[config.mk]
export PLATFORM = sky130hd
export DESIGN_NAME = jtopll_wrq
export DESIGN_NICKNAME = d
export VERILOG_FILES = /design/src/rtl/jtopll_wrq_pkg.sv /design/src/rtl/jtopl_fifo.sv /design/src/rtl/jtopll_wrq.sv
export SDC_FILE = /design/constraint.sdc
export NUM_CORES = 1
export LEC_CHECK = 0
export CAP_MARGIN = 20
export CORE_AREA = 2 2 160 162
export CTS_BUF_LIST = sky130_fd_sc_hd__clkbuf_4
export DETAILED_ROUTE_END_ITERATION = 10
export DIE_AREA = 0 0 162 164
export GPL_TIMING_DRIVEN = 0
export PLACE_DENSITY = 0.72
export SYNTH_ARGS = -nofsm -noshare
export SYNTH_HDL_FRONTEND = slang
export SYNTH_SLANG_ARGS = --single-unit
[constraint.sdc]
create_clock -name clk -period 5.7 [get_ports clk]
set_input_delay 1.14 -clock clk [delete_from_list [all_inputs] [get_ports clk]]
set_output_delay 1.14 -clock clk [all_outputs]
set_load 0.1 [all_outputs]
[src/rtl/jtopll_wrq_pkg.sv]
// Shared state encoding and default YM2413 bus timing for the jtopll write queue.
package jtopll_wrq_pkg;

  localparam logic [2:0] IDLE  = 3'd0;
  localparam logic [2:0] ADR   = 3'd1;
  localparam logic [2:0] AWAIT = 3'd2;
  localparam logic [2:0] DAT   = 3'd3;
  localparam logic [2:0] DWAIT = 3'd4;

  localparam int DEF_STROBE    = 2;
  localparam int DEF_ADDR_WAIT = 12;
  localparam int DEF_DATA_WAIT = 84;

  function automatic int max3(input int a, input int b, input int c);
    int m;
    m = (a > b) ? a : b;
    return (m > c) ? m : c;
  endfunction

endpackage

[src/rtl/jtopl_fifo.sv]
// Generic synchronous FIFO with occupancy count; first word is visible on dout while not empty.
module jtopl_fifo #(
  parameter int DW = 16,
  parameter int AW = 4
) (
  input  logic          clk,
  input  logic          rst_n,
  input  logic          push,
  input  logic [DW-1:0] din,
  input  logic          pop,
  output logic [DW-1:0] dout,
  output logic [AW:0]   level,
  output logic          full,
  output logic          empty
);

  logic [DW-1:0] mem [2**AW];
  logic [AW-1:0] wr_ptr_reg;
  logic [AW-1:0] rd_ptr_reg;
  logic [AW:0]   level_reg;
  logic          do_push;
  logic          do_pop;

  // level never exceeds 2**AW, so its top bit alone marks a full queue
  assign full    = level_reg[AW];
  assign empty   = (level_reg == '0);
  assign do_push = push & ~full;
  assign do_pop  = pop & ~empty;

  always_ff @(posedge clk) begin
    if (do_push) mem[wr_ptr_reg] <= din;
  end

  always_ff @(posedge clk) begin
    if (!rst_n) begin
      wr_ptr_reg <= '0;
      rd_ptr_reg <= '0;
      level_reg  <= '0;
    end else begin
      if (do_push) wr_ptr_reg <= wr_ptr_reg + 1'b1;
      if (do_pop)  rd_ptr_reg <= rd_ptr_reg + 1'b1;
      if (do_push && !do_pop)      level_reg <= level_reg + 1'b1;
      else if (do_pop && !do_push) level_reg <= level_reg - 1'b1;
    end
  end

  assign dout  = mem[rd_ptr_reg];
  assign level = level_reg;

endmodule

[src/rtl/jtopll_wrq.sv]
// Queues host (reg,val) writes and replays them on the jtopll bus with YM2413 wait times.
// Optional JTOPLL_WRQ_SKIPADR_EN skips the address cycle when the register repeats.
module jtopll_wrq
  import jtopll_wrq_pkg::*;
#(
  parameter int AW        = 4,
  parameter int STROBE    = DEF_STROBE,
  parameter int ADDR_WAIT = DEF_ADDR_WAIT,
  parameter int DATA_WAIT = DEF_DATA_WAIT
) (
  input  logic        clk,
  input  logic        rst_n,
  input  logic        cen,
  input  logic [7:0]  wr_reg,
  input  logic [7:0]  wr_val,
  input  logic        wr_valid,
  output logic        wr_ready,
  output logic [7:0]  din,
  output logic        addr,
  output logic        cs_n,
  output logic        wr_n,
  output logic        busy,
  output logic [AW:0] level
);

  localparam int CW = $clog2(max3(STROBE, ADDR_WAIT, DATA_WAIT) + 1);
  localparam logic [CW-1:0] CNT_STROBE    = CW'(STROBE);
  localparam logic [CW-1:0] CNT_ADDR_WAIT = CW'(ADDR_WAIT);
  localparam logic [CW-1:0] CNT_DATA_WAIT = CW'(DATA_WAIT);

  logic          push;
  logic          pop;
  logic [15:0]   fifo_dout;
  logic [AW:0]   fifo_level;
  logic          fifo_full;
  logic          fifo_empty;
  logic [AW:0]   level_next;

  logic [2:0]    state_reg, state_next;
  logic [CW-1:0] cnt_reg, cnt_next;
  logic          last_tick;
  logic [7:0]    hold_addr_reg;
  logic [7:0]    hold_val_reg;
  logic          wr_ready_reg;
  logic          cs_n_reg;
  logic          wr_n_reg;
  logic          addr_reg;
  logic [7:0]    din_reg;

`ifdef JTOPLL_WRQ_SKIPADR_EN
  logic [7:0]    last_reg_reg;
  logic          last_ok_reg;
`endif

  assign push = wr_valid & wr_ready_reg & ~fifo_full;

  jtopl_fifo #(
    .DW (16),
    .AW (AW)
  ) u_fifo (
    .clk   (clk),
    .rst_n (rst_n),
    .push  (push),
    .din   ({wr_reg, wr_val}),
    .pop   (pop),
    .dout  (fifo_dout),
    .level (fifo_level),
    .full  (fifo_full),
    .empty (fifo_empty)
  );

  // Occupancy after this edge; ready is registered from it so pop never reaches ready combinationally
  always_comb begin
    level_next = fifo_level;
    if (push && !pop)      level_next = fifo_level + 1'b1;
    else if (pop && !push) level_next = fifo_level - 1'b1;
  end

  assign last_tick = (cnt_reg == CW'(1));

  always_comb begin
    state_next = state_reg;
    cnt_next   = cnt_reg;
    pop        = 1'b0;
    if (cen) begin
      if (state_reg != IDLE) cnt_next = cnt_reg - 1'b1;
      case (state_reg)
        IDLE: begin
          if (!fifo_empty) begin
            pop        = 1'b1;
            state_next = ADR;
            cnt_next   = CNT_STROBE;
`ifdef JTOPLL_WRQ_SKIPADR_EN
            if (last_ok_reg && fifo_dout[15:8] == last_reg_reg) state_next = DAT;
`endif
          end
        end
        ADR:   if (last_tick) begin state_next = AWAIT; cnt_next = CNT_ADDR_WAIT; end
        AWAIT: if (last_tick) begin state_next = DAT;   cnt_next = CNT_STROBE;    end
        DAT:   if (last_tick) begin state_next = DWAIT; cnt_next = CNT_DATA_WAIT; end
        DWAIT: if (last_tick) state_next = IDLE;
        default: state_next = IDLE;
      endcase
    end
  end

  // Bus pins are a registered decode of the current state, so they trail the state by one tick
  always_ff @(posedge clk) begin
    if (!rst_n) begin
      state_reg     <= IDLE;
      cnt_reg       <= '0;
      hold_addr_reg <= '0;
      hold_val_reg  <= '0;
      wr_ready_reg  <= 1'b0;
      cs_n_reg      <= 1'b1;
      wr_n_reg      <= 1'b1;
      addr_reg      <= 1'b0;
      din_reg       <= '0;
    end else begin
      wr_ready_reg <= ~level_next[AW];
      if (cen) begin
        state_reg <= state_next;
        cnt_reg   <= cnt_next;
        if (pop) begin
          hold_addr_reg <= fifo_dout[15:8];
          hold_val_reg  <= fifo_dout[7:0];
        end
        case (state_reg)
          ADR: begin
            cs_n_reg <= 1'b0;
            wr_n_reg <= 1'b0;
            addr_reg <= 1'b0;
            din_reg  <= hold_addr_reg;
          end
          DAT: begin
            cs_n_reg <= 1'b0;
            wr_n_reg <= 1'b0;
            addr_reg <= 1'b1;
            din_reg  <= hold_val_reg;
          end
          default: begin
            cs_n_reg <= 1'b1;
            wr_n_reg <= 1'b1;
          end
        endcase
      end
    end
  end

`ifdef JTOPLL_WRQ_SKIPADR_EN
  always_ff @(posedge clk) begin
    if (!rst_n) begin
      last_reg_reg <= '0;
      last_ok_reg  <= 1'b0;
    end else if (cen && state_reg == ADR && last_tick) begin
      last_reg_reg <= hold_addr_reg;
      last_ok_reg  <= 1'b1;
    end
  end
`endif

  assign wr_ready = wr_ready_reg;
  assign din      = din_reg;
  assign addr     = addr_reg;
  assign cs_n     = cs_n_reg;
  assign wr_n     = wr_n_reg;
  assign busy     = (state_reg != IDLE) || (fifo_level != '0);
  assign level    = fifo_level;

endmodule

==> impl_metrics.csv, run 1 <==
group,metric,value,unit
outcome,status,"complete, no violations",
global_routing,grt_max_degree,17,
clocking,cts-hold-fix-buffers,0,
timing,rsz0062_at_grt,"no",
synth,synth_top_area_share,62.5,%
floorplan,fp.dieH,164,µm
timing,finalSetupViolCount,0,
global_routing,grt_pass1_vias,7178,
synth,synth.most_common_cell,"edfxtp_1",
place,port_buffers,36,
min_path,hp-class,"reg -> reg",
clocking,clk_pin_slew_worst_paths,60,ps
synth,synthCells,693,
clocking,insertion_delay,690,ps
route,drt-total-wl,27700,µm
floorplan,die_x,162,µm
cells_and_area,finalNetCount,855,
global_routing,grt.met2_usage,37.4,%
cells_and_area,n_fill_cell,1879,
route,antenna_left,0,
setup_path,crit_type,"reg -> out",
route,drcViolationCount,0,
synth,synth_commonest_cells,"edfxtp_1 (256), mux4_2 (64), dfxtp_1 (50)",
cells_and_area,largest_reg_flops,256,
floorplan,ios,38,
setup_path,cp.required,4560,ps
synth,syn-mean-instance-area,17.8,µm²
power,max-vdd-ir-drop,0.275,mV
floorplan,coreArea,24800,µm²
global_routing,met3_usage,4.92,%
setup_path,slowest_stage,"clkdlybuf4s50_1",
timing,hold-worst-slack,461,ps
route,detail_route.iter0.violations,668,
clocking,cts_root_buf,"clkbuf_4",
clocking,clock_sinks,306,
timing,hold_violations,0,
cells_and_area,area_growth,17.1,%
timing,period_needed,4110,ps
setup_path,ff2ff_path_depth,12,
synth,synth_top_flop_cell,"edfxtp_1",
setup_path,start_kind,"register",
clocking,cts.repair.resized,0,
clocking,clockBufferDepth,3,
timing,relSlewSlack,27.7,%
power,power_density,405,nW/µm²
setup_path,crit_cells,5,
place,placedCellCount,1075,
floorplan,initial_utilization,49.6,%
synth,ys_seq_elements,306,
timing,tns,0,ps
synth,syn_nets,724,
timing,final_max_slew_viol_count,0,
global_routing,grt_remaining_overflow,0,
global_routing,grt_pass1_wl,41500,µm
setup_path,worst-path-buf-inv,2,
power,leakage,4.60,nW
setup_path,worstPathMaxFanout,6,
clocking,post_cts_buffers,0,
synth,synth_cell_types,58,
setup_path,crit_path_end_kind,"primary output",
clocking,htreeDepth,3,
cells_and_area,seqCellArea,8690,µm²
synth,ys_top_cells_by_area,"edfxtp_1 (62%), mux4_2 (12%), dfxtp_1 (8.1%)",
global_routing,antenna_found_initial,1,
route,drt-wirelength-per-cell,22.9,µm
setup_path,cp_cell_sequence,"inv_1 > ha_1 > nor4b_1 > nand2_1 > clkdlybuf4s50_1",
flow_run,maxCapViolCount,0,
route,num_vias,7044,
place,gp_congestion,0.805,
synth,synth_edf_count,256,
setup_path,crit_family,"buffers and inverters",
route,dr.pass1.iters,7,
timing,max_clock_freq,244,MHz
cells_and_area,drive_gt1_share,28.5,%
synth,yosysWarnings,0,
global_routing,grt_busiest_layer,"met2",
timing,clock_skew,50.7,ps
synth,yosysTopAreaCell,"edfxtp_1",
min_path,hold-path-cell-count,2,
clocking,cts_buffers,77,
timing,finalCritPeriodShare,72.0,%
route,via_per_inst,5.83,
timing,worst_pin_slew,1070,ps
synth,syn_area,12300,µm²
synth,async_flop_share,0,%
floorplan,die_area,26600,µm²
global_routing,track_usage,21.4,%
clocking,cts_tree,"yes",
synth,synth_seq_area_share,70.6,%
cells_and_area,stdcell_count,1209,
floorplan,row_count,58,
setup_path,worst_path_largest_cell_delay,1000,ps
cells_and_area,multiInputGateArea,3380,µm²
place,place.detailed.hpwl,18600,µm
global_routing,grtUsageMet1,25.9,%
setup_path,arrival,2970,ps
cells_and_area,largest-register,"u_fifo.mem",
worst paths after layout:
path | start | to | slack (ps)
min | din[4] | din[4] | 460
max | u_fifo.level[0] | busy | 1590
max reg2reg | u_fifo.level[0] | u_fifo.level[4] | 2690
min reg2reg | din[4] | din[4] | 460
report_power, final:
group	internal (mW)	total, mW	switching, mW
clock network	0.943	1.77	0.827
logic	0.591	1.45	0.855
registers	2.53	2.62	0.0872
through the flow:
step | total power [mW] | worst slack [ps] | util [%] | instance area (µm²)
floorplan | 3.71 | 2270 | - | 12300
global placement | 4.06 | 680 | 52.7 | 13100
detailed placement | 4.10 | 1870 | 54.2 | 13500
CTS | 5.87 | 1610 | 58.1 | 14400
global route | 6.09 | 1550 | 58.1 | 14400
finish | 5.83 | 1590 | 58.1 | 14400
cell families (layout without fill, tap and decap cells):
kind of cell	count (synthesis)	in the layout	synth area share, %
buf+inv	56	241	2.35
flops	306	306	70.6
other cells	0	1	0
compound gates	83	83	5.33
simple gates	129	129	5.42
mux	99	99	14.6
fa+ha+maj	11	11	1.12
xor+xnor	9	9	0.640
routing by layer:
metal,vias up,wire (µm)
li1,3122,-
met1,3600,11000
met2,279,14400
met3,43,1750
met4,0,561
met5,-,0
final cells by class:
class | count | area share (%)
tap | 330 | 2.87
timing repair buffer | 52 | 4.76
clock inverter | 21 | 0.764
antenna | 1 | 0.0174
inverter | 10 | 0.295
multi-input combinational | 331 | 23.5
clock buffer | 112 | 5.83
sequential | 306 | 60.3
buffer | 46 | 1.71
cell usage in the layout, fill, tap and decap left out, types with 4 or more instances in the layout:
master / n
xnor2_1: 4
nand3_1: 26
mux4_2: 64
buf_2: 9
clkdlybuf4s50_1: 36
clkinv_1: 17
edfxtp_1: 256
nand2b_1: 4
buf_8: 4
xor2_1: 5
clkbuf_1: 20
nor2_1: 17
a21oi_1: 21
dfxtp_1: 50
o221ai_2: 10
or3_1: 7
clkbuf_4: 112
nor3_1: 5
mux2i_1: 35
o221ai_1: 17
buf_16: 8
nand2_1: 27
ha_1: 11
inv_1: 9
buf_4: 4
nor3_2: 4
o21ai_0: 9
buf_6: 8
buf_1: 7
nor2_2: 12
worst register-to-register path: stages (launching register included):
cell and delay [ps]:
dfxtp_1 430, inv_1 100, ha_1 230, or4b_4 250, and3_1 180, buf_6 140, inv_6 40, buf_2 190
ha_1 310, or4b_2 630, a21oi_1 200, xnor2_1 140, nor2_1 50
No activity file was read; power rests on OpenSTA's default activity.
==> run 2, diff against run 1 <==
clock period = 4 ns   (was 5.7 ns; I/O delays follow)
==> results of run 2 <==
The final DEF is identical to that of run 1. Status: complete, no violations.
Main changes from that run: setup slack after placement 1870 ps -> 512 ps; setup slack after layout 1590 ps -> 235 ps; register-to-register setup slack 2690 ps -> 990 ps; total power 5.83 mW -> 8.31 mW; worst IR drop on VDD 0.275 mV -> 0.392 mV
==> run 3, diff against run 2 <==
ABC_AREA = 1   (was default)
CORE_AREA = 2 2 162 164   (was 2 2 160 162)
DIE_AREA = 0 0 164 166   (was 0 0 162 164)
PLACE_DENSITY = 0.71   (was 0.72)
==> run 3 against run 2 <==
Against the previous run: worst setup slack improved by 85 ps; clock power increased by 2%; critical path depth is 1 higher; count of clock-buffer cells in the layout is 3 higher; routed wire length rose by 20%; sequential share of layout area shrank 0.41 points; via count is 29% higher; total power increased by 17%; clock skew increased by 3.6 ps; register-to-register slack improved by 180 ps; global-route usage up 3.4 points; critical endpoint unchanged.
==> impl_metrics.csv, run 3 <==
group,metric,value,unit
route,wl_met2,15100,µm
setup_path,timing.rr.end,"u_fifo.level[3]",
setup_path,r2r-start,"u_fifo.level[0]",
clocking,cts_buffers,79,
synth,ys_seq_elements,306,
synth,synthCells,1076,
place,port_buffers,37,
synth,synth.most_common_cell,"edfxtp_1",
synth,synth_top_flop_cell,"edfxtp_1",
route,drt-total-wl,33100,µm
clocking,htreeDepth,3,
route,dr.pass1.iters,7,
synth,synth-adder-area-share,1.10,%
place,place.detailed.hpwl,21800,µm
outcome,status,"complete, no violations",
floorplan,ios,38,
synth,syn_nets,1107,
setup_path,arrival,2880,ps
global_routing,grt_max_degree,17,
clocking,cts_root_buf,"clkbuf_4",
route,num_vias,9106,
cells_and_area,area_growth,15.9,%
power,power,9.72,mW
global_routing,antenna_found_initial,2,
timing,max_clock_freq,272,MHz
global_routing,grt_remaining_overflow,0,
clocking,insertion_delay,730,ps
timing,final_max_slew_viol_count,0,
timing,worst_pin_slew,969,ps
floorplan,coreArea,25600,µm²
route,antenna_left,0,
power,max-vdd-ir-drop,0.552,mV
route,drcViolationCount,0,
synth,async_flop_share,0,%
floorplan,row_count,59,
cells_and_area,finalNetCount,1240,
synth,muxShareOfSynthArea,0,%
power,leakage,5.05,nW
global_routing,track_usage,24.8,%
place,pre_cts_ws,337,ps
floorplan,die_x,164,µm
synth,synth_xor_area_share,0.210,%
synth,synth_seq_area_share,69.4,%
synth,synth_cell_types,36,
global_routing,grt_pass1_vias,8967,
route,detail_route.iter0.violations,1361,
timing,rsz0062_at_grt,"no",
setup_path,ff2ff_path_depth,12,
clocking,cts-hold-fix-buffers,0,
setup_path,r2r_setup_slack,1170,ps
clocking,clk_pin_slew_worst_paths,60,ps
setup_path,worst_path_largest_cell_delay,1000,ps
min_path,worstHoldEndpoint,"cnt_reg[5]",
synth,synth_commonest_cells,"edfxtp_1 (256), nor2_1 (225), o21ai_0 (165)",
cells_and_area,largest-register,"u_fifo.mem",
setup_path,worstPathMaxFanout,5,
clocking,cts_tree,"yes",
cells_and_area,multiInputGateArea,3350,µm²
flow_run,maxCapViolCount,0,
timing,relSlewSlack,35.2,%
synth,yosysWarnings,0,
route,drt-wirelength-per-cell,20.9,µm
route,met3_length,3870,µm
min_path,hold-path-cell-count,2,
setup_path,cp_common_cell,"nand2_1",
cells_and_area,drive_gt1_share,15.3,%
route,highest_layer,"met4",
cells_and_area,final_common_cell,"edfxtp_1",
cells_and_area,seqCellArea,8690,µm²
synth,syn-mean-instance-area,11.6,µm²
setup_path,crit_family,"buffers and inverters",
synth,yosysTopAreaCell,"edfxtp_1",
synth,synth_top_area_share,61.4,%
synth,synth_compound_area_share,14.0,%
synth,syn_area,12500,µm²
setup_path,start_kind,"register",
synth,synth_top_family_by_area,"compound AO/OA/AOI/OAI gates",
route,via_per_inst,5.75,
synth,yosys.area_share.simple,11.1,%
clocking,clockBufferDepth,3,
clocking,clock_sinks,306,
setup_path,crit_type,"reg -> out",
place,gp_congestion,0.888,
global_routing,grt_pass1_wl,50400,µm
cells_and_area,layout_common_cells,"edfxtp_1 (256), nor2_1 (209), o21ai_0 (165), clkbuf_4 (115), o211ai_1 (58)",
setup_path,slowest_stage,"clkdlybuf4s50_1",
cells_and_area,largest_reg_flops,256,
synth,synth_edf_count,256,
power,power_density,670,nW/µm²
route,drt-met1-wl,12700,µm
min_path,hp-class,"reg -> reg",
min_path,hp-start,"cnt_reg[5]",
timing,tns,0,ps
clocking,post_cts_buffers,0,
timing,clock_skew,54.3,ps
setup_path,crit_path_end_kind,"primary output",
timing,setup_slack,320,ps
timing,period_needed,3680,ps
setup_path,cp_cell_sequence,"inv_1 > ha_1 > nand2_1 > nor2_1 > nand2_1 > clkdlybuf4s50_1",
setup_path,worst-path-buf-inv,2,
floorplan,die_area,27200,µm²
clocking,cts.repair.resized,0,
timing,finalSetupViolCount,0,
setup_path,cp.required,3200,ps
timing,hold_violations,0,
timing,finalCritPeriodShare,92.0,%
cells_and_area,n_fill_cell,2070,
synth,ys_top_cells_by_area,"edfxtp_1 (61%), dfxtp_1 (8.0%), nor2_1 (6.7%)",
floorplan,fp.dieH,166,µm
floorplan,initial_utilization,48.8,%
run 3: per-layer routing:
layer | vias up | GRT usage [%]
met1 | 4289 | 33.2
met2 | 556 | 38.0
li1 | 4160 | -
met4 | 0 | 12.6
met3 | 101 | 5.87
met5 | - | 0
run 3: power breakdown:
| part | leakage [nW] | switching [mW] | internal, mW | total, mW |
|---|---|---|---|---|
| Clock | 0.561 | 1.20 | 1.36 | 2.56 |
| Sequential | 2.71 | 0.148 | 3.67 | 3.82 |
| Combinational | 1.78 | 2.35 | 1.00 | 3.35 |
| Total | 5.05 | 3.70 | 6.03 | 9.72 |
run 3: cell type report:
type	count	share of cell area [%]
plain buffers	64	2.23
clock buffers	115	5.95
diodes	1	0.0172
repair buffers	52	4.28
inverters	50	1.29
well taps	335	2.89
multi-input cells	656	23.1
flip-flops and latches	306	59.9
clock inverters	6	0.345
run 3: per-stage QoR:
stage | hold WS (ps) | cell area (µm²) | util [%] | cells
after global placement | 482 | 13300 | 51.9 | 1448
after detailed placement | 483 | 13600 | 53.1 | 1463
final | 491 | 14500 | 56.6 | 1585
after global routing | 520 | 14500 | 56.6 | 1585
after floorplan | 467 | 12500 | - | 1076
after CTS | 491 | 14500 | 56.6 | 1584
run 3: kinds of logic (layout without fill, tap and decap cells):
kind of cell	count (synthesis)	in the layout
adders and majority gates	11	11
other	0	1
AOI/OAI and AO/OA	302	302
and+or+nand+nor	340	340
xor gates and xnor gates	3	3
DFF	306	306
buffers and inverters	114	287
run 3: worst max path at each step:
stage | startpoint | to | slack (ps) | depth (start not counted)
after global placement | wr_valid | u_fifo.mem[6][10] | 250 | 5
after global routing | u_fifo.level[1] | busy | 170 | 6
final | u_fifo.level[1] | busy | 320 | 6
after floorplan | u_fifo.level[1] | u_fifo.level[3] | 840 | 12
after detailed placement | cen | u_fifo.level[3] | 340 | 10
after CTS | u_fifo.level[1] | busy | 270 | 6
run 3: tightest hold or removal path, delay by kind of cell (launching register included):
kind,cells,cell delay [ps]
DFF,1,320
AOI/OAI and AO/OA,1,50
and+or+nand+nor,1,70
